==> config.mk <==
export PLATFORM = sky130hd
export DESIGN_NAME = fetch_issue_ctrl
export DESIGN_NICKNAME = d
export VERILOG_FILES = /design/src/rtl/fetch_issue_ctrl_pkg.sv /design/src/rtl/fetch_issue_ctrl_decode.sv /design/src/rtl/fetch_issue_ctrl.sv
export SDC_FILE = /design/constraint.sdc
export NUM_CORES = 1
export LEC_CHECK = 0
export ABC_AREA = 1
export ABC_CLOCK_PERIOD_IN_PS = 1950
export CORE_ASPECT_RATIO = 0.9
export CORE_MARGIN = 1
export CORE_UTILIZATION = 41
export DETAILED_ROUTE_END_ITERATION = 10
export HOLD_SLACK_MARGIN = 0.06
export PLACE_DENSITY_LB_ADDON = 0.08
export SYNTH_ARGS = -nofsm -noshare
export SYNTH_HDL_FRONTEND = slang
export SYNTH_HIERARCHICAL = 1
export SYNTH_SLANG_ARGS = --single-unit
==> constraint.sdc <==
create_clock -name CLK -period 1.95 [get_ports CLK]
set_clock_uncertainty 0.1 [all_clocks]
set_input_delay 0.39 -clock CLK [delete_from_list [all_inputs] [get_ports CLK]]
set_output_delay 0.39 -clock CLK [all_outputs]
set_load 0.005 [all_outputs]
==> src/rtl/fetch_issue_ctrl_pkg.sv <==
// Shared CPU definitions: opcodes, instruction field positions and fetch/issue state encodings.
// Pure declarations; no logic.
package cpu_defs;

  localparam logic [2:0] OP_NOP  = 3'b000;
  localparam logic [2:0] OP_LW   = 3'b001;
  localparam logic [2:0] OP_SW   = 3'b010;
  localparam logic [2:0] OP_JUMP = 3'b011;
  localparam logic [2:0] OP_ADD  = 3'b100;
  localparam logic [2:0] OP_ADDI = 3'b101;
  localparam logic [2:0] OP_SUB  = 3'b110;
  localparam logic [2:0] OP_HALT = 3'b111;

  localparam int OP_MSB  = 7;
  localparam int OP_LSB  = 5;
  localparam int RD_MSB  = 4;
  localparam int RD_LSB  = 3;
  localparam int RS_MSB  = 2;
  localparam int RS_LSB  = 1;
  localparam int IMM_MSB = 2;
  localparam int IMM_LSB = 0;

  typedef enum logic [1:0] {
    ST_FETCH = 2'd0,
    ST_ISSUE = 2'd1,
    ST_HALT  = 2'd2
  } state_e;

endpackage

==> src/rtl/fetch_issue_ctrl_decode.sv <==
// Combinational instruction decoder; every output is forced to 0 unless en (ISSUE) is high.
// Zero latency, no handshake.
module instr_decode
  import cpu_defs::*;
#(
  parameter int ADDR_W = 5
) (
  input  logic [7:0]        ir,
  input  logic              en,
  output logic              jumpSelect,
  output logic [ADDR_W-1:0] address,
  output logic [2:0]        dec_op,
  output logic [1:0]        dec_rd,
  output logic [1:0]        dec_rs,
  output logic [2:0]        dec_imm,
  output logic              illegal,
  output logic              is_halt
);

  logic [2:0] w_op;

  assign w_op       = ir[OP_MSB:OP_LSB];
  assign jumpSelect = en && (w_op == OP_JUMP);
  assign address    = en ? ir[ADDR_W-1:0] : '0;
  assign dec_op     = en ? w_op : 3'd0;
  assign dec_rd     = en ? ir[RD_MSB:RD_LSB] : 2'd0;
  assign dec_rs     = en ? ir[RS_MSB:RS_LSB] : 2'd0;
  assign dec_imm    = en ? ir[IMM_MSB:IMM_LSB] : 3'd0;
  assign illegal    = en && (w_op == OP_NOP);
  assign is_halt    = en && (w_op == OP_HALT);

endmodule

==> src/rtl/fetch_issue_ctrl.sv <==
// Fetch/issue stage owning the PC; fetches over req/valid, issues over valid/ready, min 2 cycles/instr.
// Stalls in FETCH without imem_valid and holds ISSUE outputs stable without dec_ready.
module fetch_issue_ctrl
  import cpu_defs::*;
#(
  parameter int              PC_W     = 8,
  parameter int              ADDR_W   = 5,
  parameter logic [PC_W-1:0] RESET_PC = '0
) (
  input  logic              CLK,
  input  logic              RST,
  output logic [PC_W-1:0]   pc_current,
  input  logic [PC_W-1:0]   pc_next,
  output logic              jumpSelect,
  output logic [ADDR_W-1:0] address,
  output logic              imem_req,
  output logic [PC_W-1:0]   imem_addr,
  input  logic              imem_valid,
  input  logic [7:0]        imem_data,
  output logic              dec_valid,
  input  logic              dec_ready,
  output logic [2:0]        dec_op,
  output logic [1:0]        dec_rd,
  output logic [1:0]        dec_rs,
  output logic [2:0]        dec_imm,
  output logic              illegal,
  output logic              halted,
  output logic [7:0]        retire_cnt
);

  state_e          r_state;
  state_e          w_state_nxt;
  logic [PC_W-1:0] r_pc;
  logic [7:0]      r_ir;
  logic [7:0]      r_retire;
  logic            w_load_ir;
  logic            w_retire;
  logic            w_is_halt;
  logic            w_in_issue;

  assign w_in_issue = (r_state == ST_ISSUE);

  instr_decode #(
    .ADDR_W (ADDR_W)
  ) u_decode (
    .ir         (r_ir),
    .en         (w_in_issue),
    .jumpSelect (jumpSelect),
    .address    (address),
    .dec_op     (dec_op),
    .dec_rd     (dec_rd),
    .dec_rs     (dec_rs),
    .dec_imm    (dec_imm),
    .illegal    (illegal),
    .is_halt    (w_is_halt)
  );

  always_ff @(posedge CLK or posedge RST) begin
    if (RST) begin
      r_state  <= ST_FETCH;
      r_pc     <= RESET_PC;
      r_ir     <= 8'd0;
      r_retire <= 8'd0;
    end else begin
      r_state <= w_state_nxt;
      if (w_load_ir) begin
        r_ir <= imem_data;
      end
      if (w_retire) begin
        r_retire <= r_retire + 8'd1;
        // HALT retires but leaves the PC pointing at itself.
        if (!w_is_halt) begin
          r_pc <= pc_next;
        end
      end
    end
  end

  always_comb begin
    w_state_nxt = r_state;
    w_load_ir   = 1'b0;
    w_retire    = 1'b0;
    unique case (r_state)
      ST_FETCH: begin
        if (imem_valid) begin
          w_load_ir   = 1'b1;
          w_state_nxt = ST_ISSUE;
        end
      end
      ST_ISSUE: begin
        if (dec_ready) begin
          w_retire    = 1'b1;
          w_state_nxt = w_is_halt ? ST_HALT : ST_FETCH;
        end
      end
      ST_HALT: begin
        w_state_nxt = ST_HALT;
      end
      default: begin
        w_state_nxt = ST_FETCH;
      end
    endcase
  end

  // The request is masked while reset is held so every output reads 0 during reset.
  assign imem_req   = (r_state == ST_FETCH) && !RST;
  assign imem_addr  = r_pc;
  assign dec_valid  = w_in_issue;
  assign halted     = (r_state == ST_HALT);
  assign pc_current = r_pc;
  assign retire_cnt = r_retire;

endmodule

After elaboration in Yosys (flattened, before gate mapping) --
Cells that the tools add are included.
Storage, ports and cells: bits in registers 26, input bits 20, output and inout port bits 44, logic and storage cells 34
Cells by class: add/subtract/negate cells 1, equal/unequal tests 6, muxes and demuxes 13, bitwise gates (word level) 1, reduce and logical (&&, ||, !) cells 9
Operators with widths (count):
- $mux W2 | 5
- $add A8 B1 Y8 const B | 1
- $mux W3 | 2
- $pmux W2 S3 | 1
- $mux W5 | 1
- $logic_and A1 B1 Y1 | 4
- $mux W1 | 4
- $ne A2 B2 Y1 const B | 2
- $reduce_and A2 Y1 | 2
- $eq A3 B2 Y1 const B | 1
- $eq A3 B3 Y1 const B | 1
- $logic_not A3 Y1 | 1
- $eq A2 B1 Y1 const B | 1
- $eq A2 B2 Y1 const B | 1
- $logic_not A2 Y1 | 1
- $logic_not A1 Y1 | 1
- $not A1 Y1 | 1

Longest topological paths before layout --
word-level depth 5, depth in mapped cells 10, mapped depth without buffers 7

Hierarchy --
Netlist, hierarchy kept.
By module, submodules not included:
- fetch_issue_ctrl | times used 1, cells an instance 130, area each 1219.9 um^2, sequential area each 650.6 um^2
- instr_decode | times used 1, cells an instance 33, area each 170.2 um^2, sequential area each 0.0 um^2

Worst setup path after synthesis --
No wires, ideal clock.
kind reg2reg, from register r_state[0], to register r_pc[2] (netlist: imem_addr[2]), library setup time 0.117 ns, arrival 1.483 ns, data required time 1.733 ns, slack 0.249 ns, cell stages (with the launch flop) 10, path buffers 3, clock period less this slack 1.701 ns, path through dfrtp_1 -> inv_1 -> nor2_1 -> buf_6 -> nand2_2 -> nor2_1 -> or2_1 -> buf_6 -> buf_12 -> o21ai_2
On the way: longest elaborated chain between the ends 4, elaborated cells between the ends (all ways) 5, classes of those cells eq/ne (1); mux (1); bitwise (1); reduce/logical (2)
Ends and longest elaborated chain:
- start: declaration | line fetch_issue_ctrl.sv:31 | state_e r_state;
- start signal: assignment | line fetch_issue_ctrl.sv:65 | r_state <= w_state_nxt;
- $eq A2 B1 Y1 | line fetch_issue_ctrl.sv:41 | assign w_in_issue = (r_state == ST_ISSUE);
- via dec_valid | line fetch_issue_ctrl.sv:20 | output logic dec_valid,
- $logic_and A1 B1 Y1 | line fetch_issue_ctrl_decode.sv:30 | assign is_halt = en && (w_op == OP_HALT);
- via w_is_halt | line fetch_issue_ctrl.sv:38 | logic w_is_halt;
- $not A1 Y1 (no source line)
- $reduce_and A2 Y1 (no source line)
- end signal: assignment | line fetch_issue_ctrl.sv:73 | r_pc <= pc_next;
- end: declaration | line fetch_issue_ctrl.sv:33 | logic [PC_W-1:0] r_pc;
The timed path passes the listed nets, and every way through them passes these cells. A chain may end at the register's enable or synchronous reset.

Worst setup path in the final report --
from register r_state[0], to output port dec_imm[0]
On the way: longest elaborated chain between the ends 2
Ends and longest elaborated chain:
- $eq A2 B1 Y1 | line fetch_issue_ctrl.sv:41
- $mux W3 | line fetch_issue_ctrl_decode.sv:28 | assign dec_imm = en ? ir[IMM_MSB:IMM_LSB] : 3'd0;
- end: declaration | line fetch_issue_ctrl.sv:25 | output logic [2:0] dec_imm,
No other way between the ends.

==> flow_metrics.env <==
export IMPL_clk_pin_slew_worst_paths_ns=0.09
export IMPL_syn_avg_cell_area_um2=8.53
export IMPL_post_route_period_util_pct=97.5
export IMPL_cp_end_kind="primary output"
export IMPL_syn_num_nets=184
export IMPL_hold_buffers=0
export IMPL_final_layout_size_suffix_gt1_share_pct=22.5
export IMPL_final_cell_mix="43 x nand2_1, 43 x clkdlybuf4s50_1, 26 x dfrtp_1"
export IMPL_cts_buffers=3
export IMPL_n_fill_cell=277
export IMPL_drv_cap=0
export IMPL_fmax_mhz=526
export IMPL_grt_pass1_wl_mm=5.02
export IMPL_crit_type="reg -> out"
export IMPL_nNetsFinal=249
export IMPL_h_tree_depth=1
export IMPL_routed_wl_mm=2.89
export IMPL_gp_congestion=0.736
export IMPL_drtPass1Iterations=3
export IMPL_track_usage_pct=17.7
export IMPL_dp_hpwl_mm=2.08
export IMPL_grtUsageMet3_pct=3.20
export IMPL_die_w_um=63.4
export IMPL_die_h_um=57.2
export IMPL_drc=0
export IMPL_gr_max_usage_layer="met2"
export IMPL_hold_violations=0
export IMPL_setup_viol=0
export IMPL_first_global_vias=1108
export IMPL_syn_inst=163
export IMPL_cp_arrival_ns=1.41
export IMPL_reg2reg_slack_ns=0.28
export IMPL_gr_total_overflow=0
export IMPL_min_period_ns=1.90
export IMPL_gr_usage_met2_pct=30.9
export IMPL_min_path_cells=2
export IMPL_finalMaxSlewViolations=0
export IMPL_p_leak_uw=0.00111
export IMPL_cts_sinks=26
export IMPL_wl_per_cell_um=10.8
export IMPL_ys_seq_elements=26
export IMPL_worstPathRequired_ns=1.46
export IMPL_antenna_cells=0
export IMPL_dieArea_um2=3630
export IMPL_vias_per_cell=4.36
export IMPL_ys_warn_count=6
export IMPL_reg2reg_depth=10
export IMPL_hold_slack_ns=0.383
export IMPL_relSlewSlack_pct=77.8
export IMPL_syn2layout_area_growth_pct=50.6
export IMPL_synth_cell_type_count=23
export IMPL_path_max_fanout=4
export IMPL_clock_path_buffers=2
export IMPL_fp_row_count=19
export IMPL_ys_seq_area_share_pct=46.8
export IMPL_p_per_area_nw_per_um2=1050
export IMPL_numPortBuffers=63
export IMPL_syn_area_um2=1390
export IMPL_grt_max_degree=27
export IMPL_start_kind="flip-flop"
export IMPL_setup_tns_ns=0
export IMPL_start_util_pct=44.3
export IMPL_cts_root_buf="clkbuf_8"
export IMPL_outcome="finished, final reports clean"
export IMPL_coreArea_um2=3140
export IMPL_ir_worst_vdd_mv=0.723
export IMPL_antenna_left=0
export IMPL_ios=64
export IMPL_cts_tree="done"
export IMPL_rsz0062_at_grt="yes"
export IMPL_min_path_type="reg -> reg"
export IMPL_vias=1173
export IMPL_worstSkewPairLatency_ns=0.26
export IMPL_drt_iter0_drc=37
export IMPL_worst_pin_slew_ns=0.332
export IMPL_antenna_found_initial=0
export IMPL_grtUsageMet1_pct=22.3
-- logic make-up (layout without fill, tap and decap cells) --
logic type,after synthesis,count (layout),share of synthesized area (%)
adder cells (fa/ha/maj),1,1,0.900
XOR/XNOR,4,4,2.52
buffers and inverters,46,110,18.7
flip-flops,26,26,46.8
AND/OR/NAND/NOR,76,76,24.8
AO/OA/AOI/OAI,10,10,6.21
-- worst max-delay path, stage by stage (launching register included) --
cell           delay, ns
dfrtp_1             0.41
inv_2               0.09
nor2_4              0.05
buf_4               0.13
buf_6               0.12
nand2_1             0.05
inv_1               0.04
dlygate4sd2_1       0.25
-- state kept, by name, summed over array words and instances (netlist names) --
register / count
r_ir: 8
imem_addr: 8
r_state: 2
retire_cnt: 8
-- layout make-up --
cell class / instances / area [µm²] / area share [%]
repair buffers: 79 / 726 / 34.7
clock inverters: 1 / 30.0 / 1.43
inverters: 27 / 101 / 4.84
well taps: 42 / 52.6 / 2.51
clock buffers: 3 / 41.3 / 1.97
flip-flops and latches: 26 / 651 / 31.1
multi-input cells: 91 / 492 / 23.5
-- where the power goes --
group	total, µW	switching (µW)	internal (µW)
clock network	440	165	274
registers	832	141	691
logic	935	358	577
-- metal layers --
| layer | routed length [µm] | part of all wire (%) |
|---|---|---|
| met3 | 128 | 4.4 |
| met5 | 0 | 0 |
| met2 | 1400 | 48 |
| met4 | 13 | 0.45 |
| met1 | 1350 | 47 |
-- through the flow --
step                setup WS (ns)  cell area [µm²]  util, %  total power [µW]  instances
floorplan                   0.249             1390        -              1300        163
global placement        0.0000585             1990     63.6              1740        258
detailed placement        -0.0422             1990     63.6              1760        258
CTS                       -0.0356             2070     66.0              2200        266
global route              -0.0243             2090     66.7              2360        269
finish                     0.0493             2090     66.7              2210        269
-- repair_timing --
item	4_1_cts	5_1_grt
gates resized for setup	43	13
setup endpoints to repair	19	8
gates cloned	1	0
buffers inserted	3	3
pin swaps	0	1
-- worst paths after layout --
path                            startpoint           end
worst max-delay path            r_state[0]    dec_imm[0]
worst min-delay path               r_ir[0]       r_ir[0]
worst max register to register  r_state[0]  imem_addr[7]
worst min register to register     r_ir[0]       r_ir[0]
max in group asynchronous              RST  imem_addr[0]
min in group asynchronous              RST       r_ir[0]
-- synthesized netlist by cell type --
master / count / area (µm²)
buf_6: 2 / 22.5
xor2_1: 2 / 17.5
buf_1: 1 / 3.75
nand3_1: 14 / 70.1
nand3_4: 1 / 17.5
o21ai_2: 8 / 70.1
dfrtp_1: 26 / 651
nor2_1: 6 / 22.5
o31ai_1: 1 / 7.51
inv_1: 26 / 97.6
nor2_2: 2 / 12.5
ha_1: 1 / 12.5
nor3_1: 2 / 10.0
nand3b_1: 1 / 7.51
buf_12: 1 / 20.0
buf_4: 15 / 113
or2_1: 1 / 6.26
xnor2_1: 2 / 17.5
inv_2: 1 / 3.75
nand2_1: 45 / 169
nand2_4: 1 / 11.3
a31o_2: 1 / 8.76
nand2_2: 3 / 18.8
No activity file was read; power rests on OpenSTA's default activity.
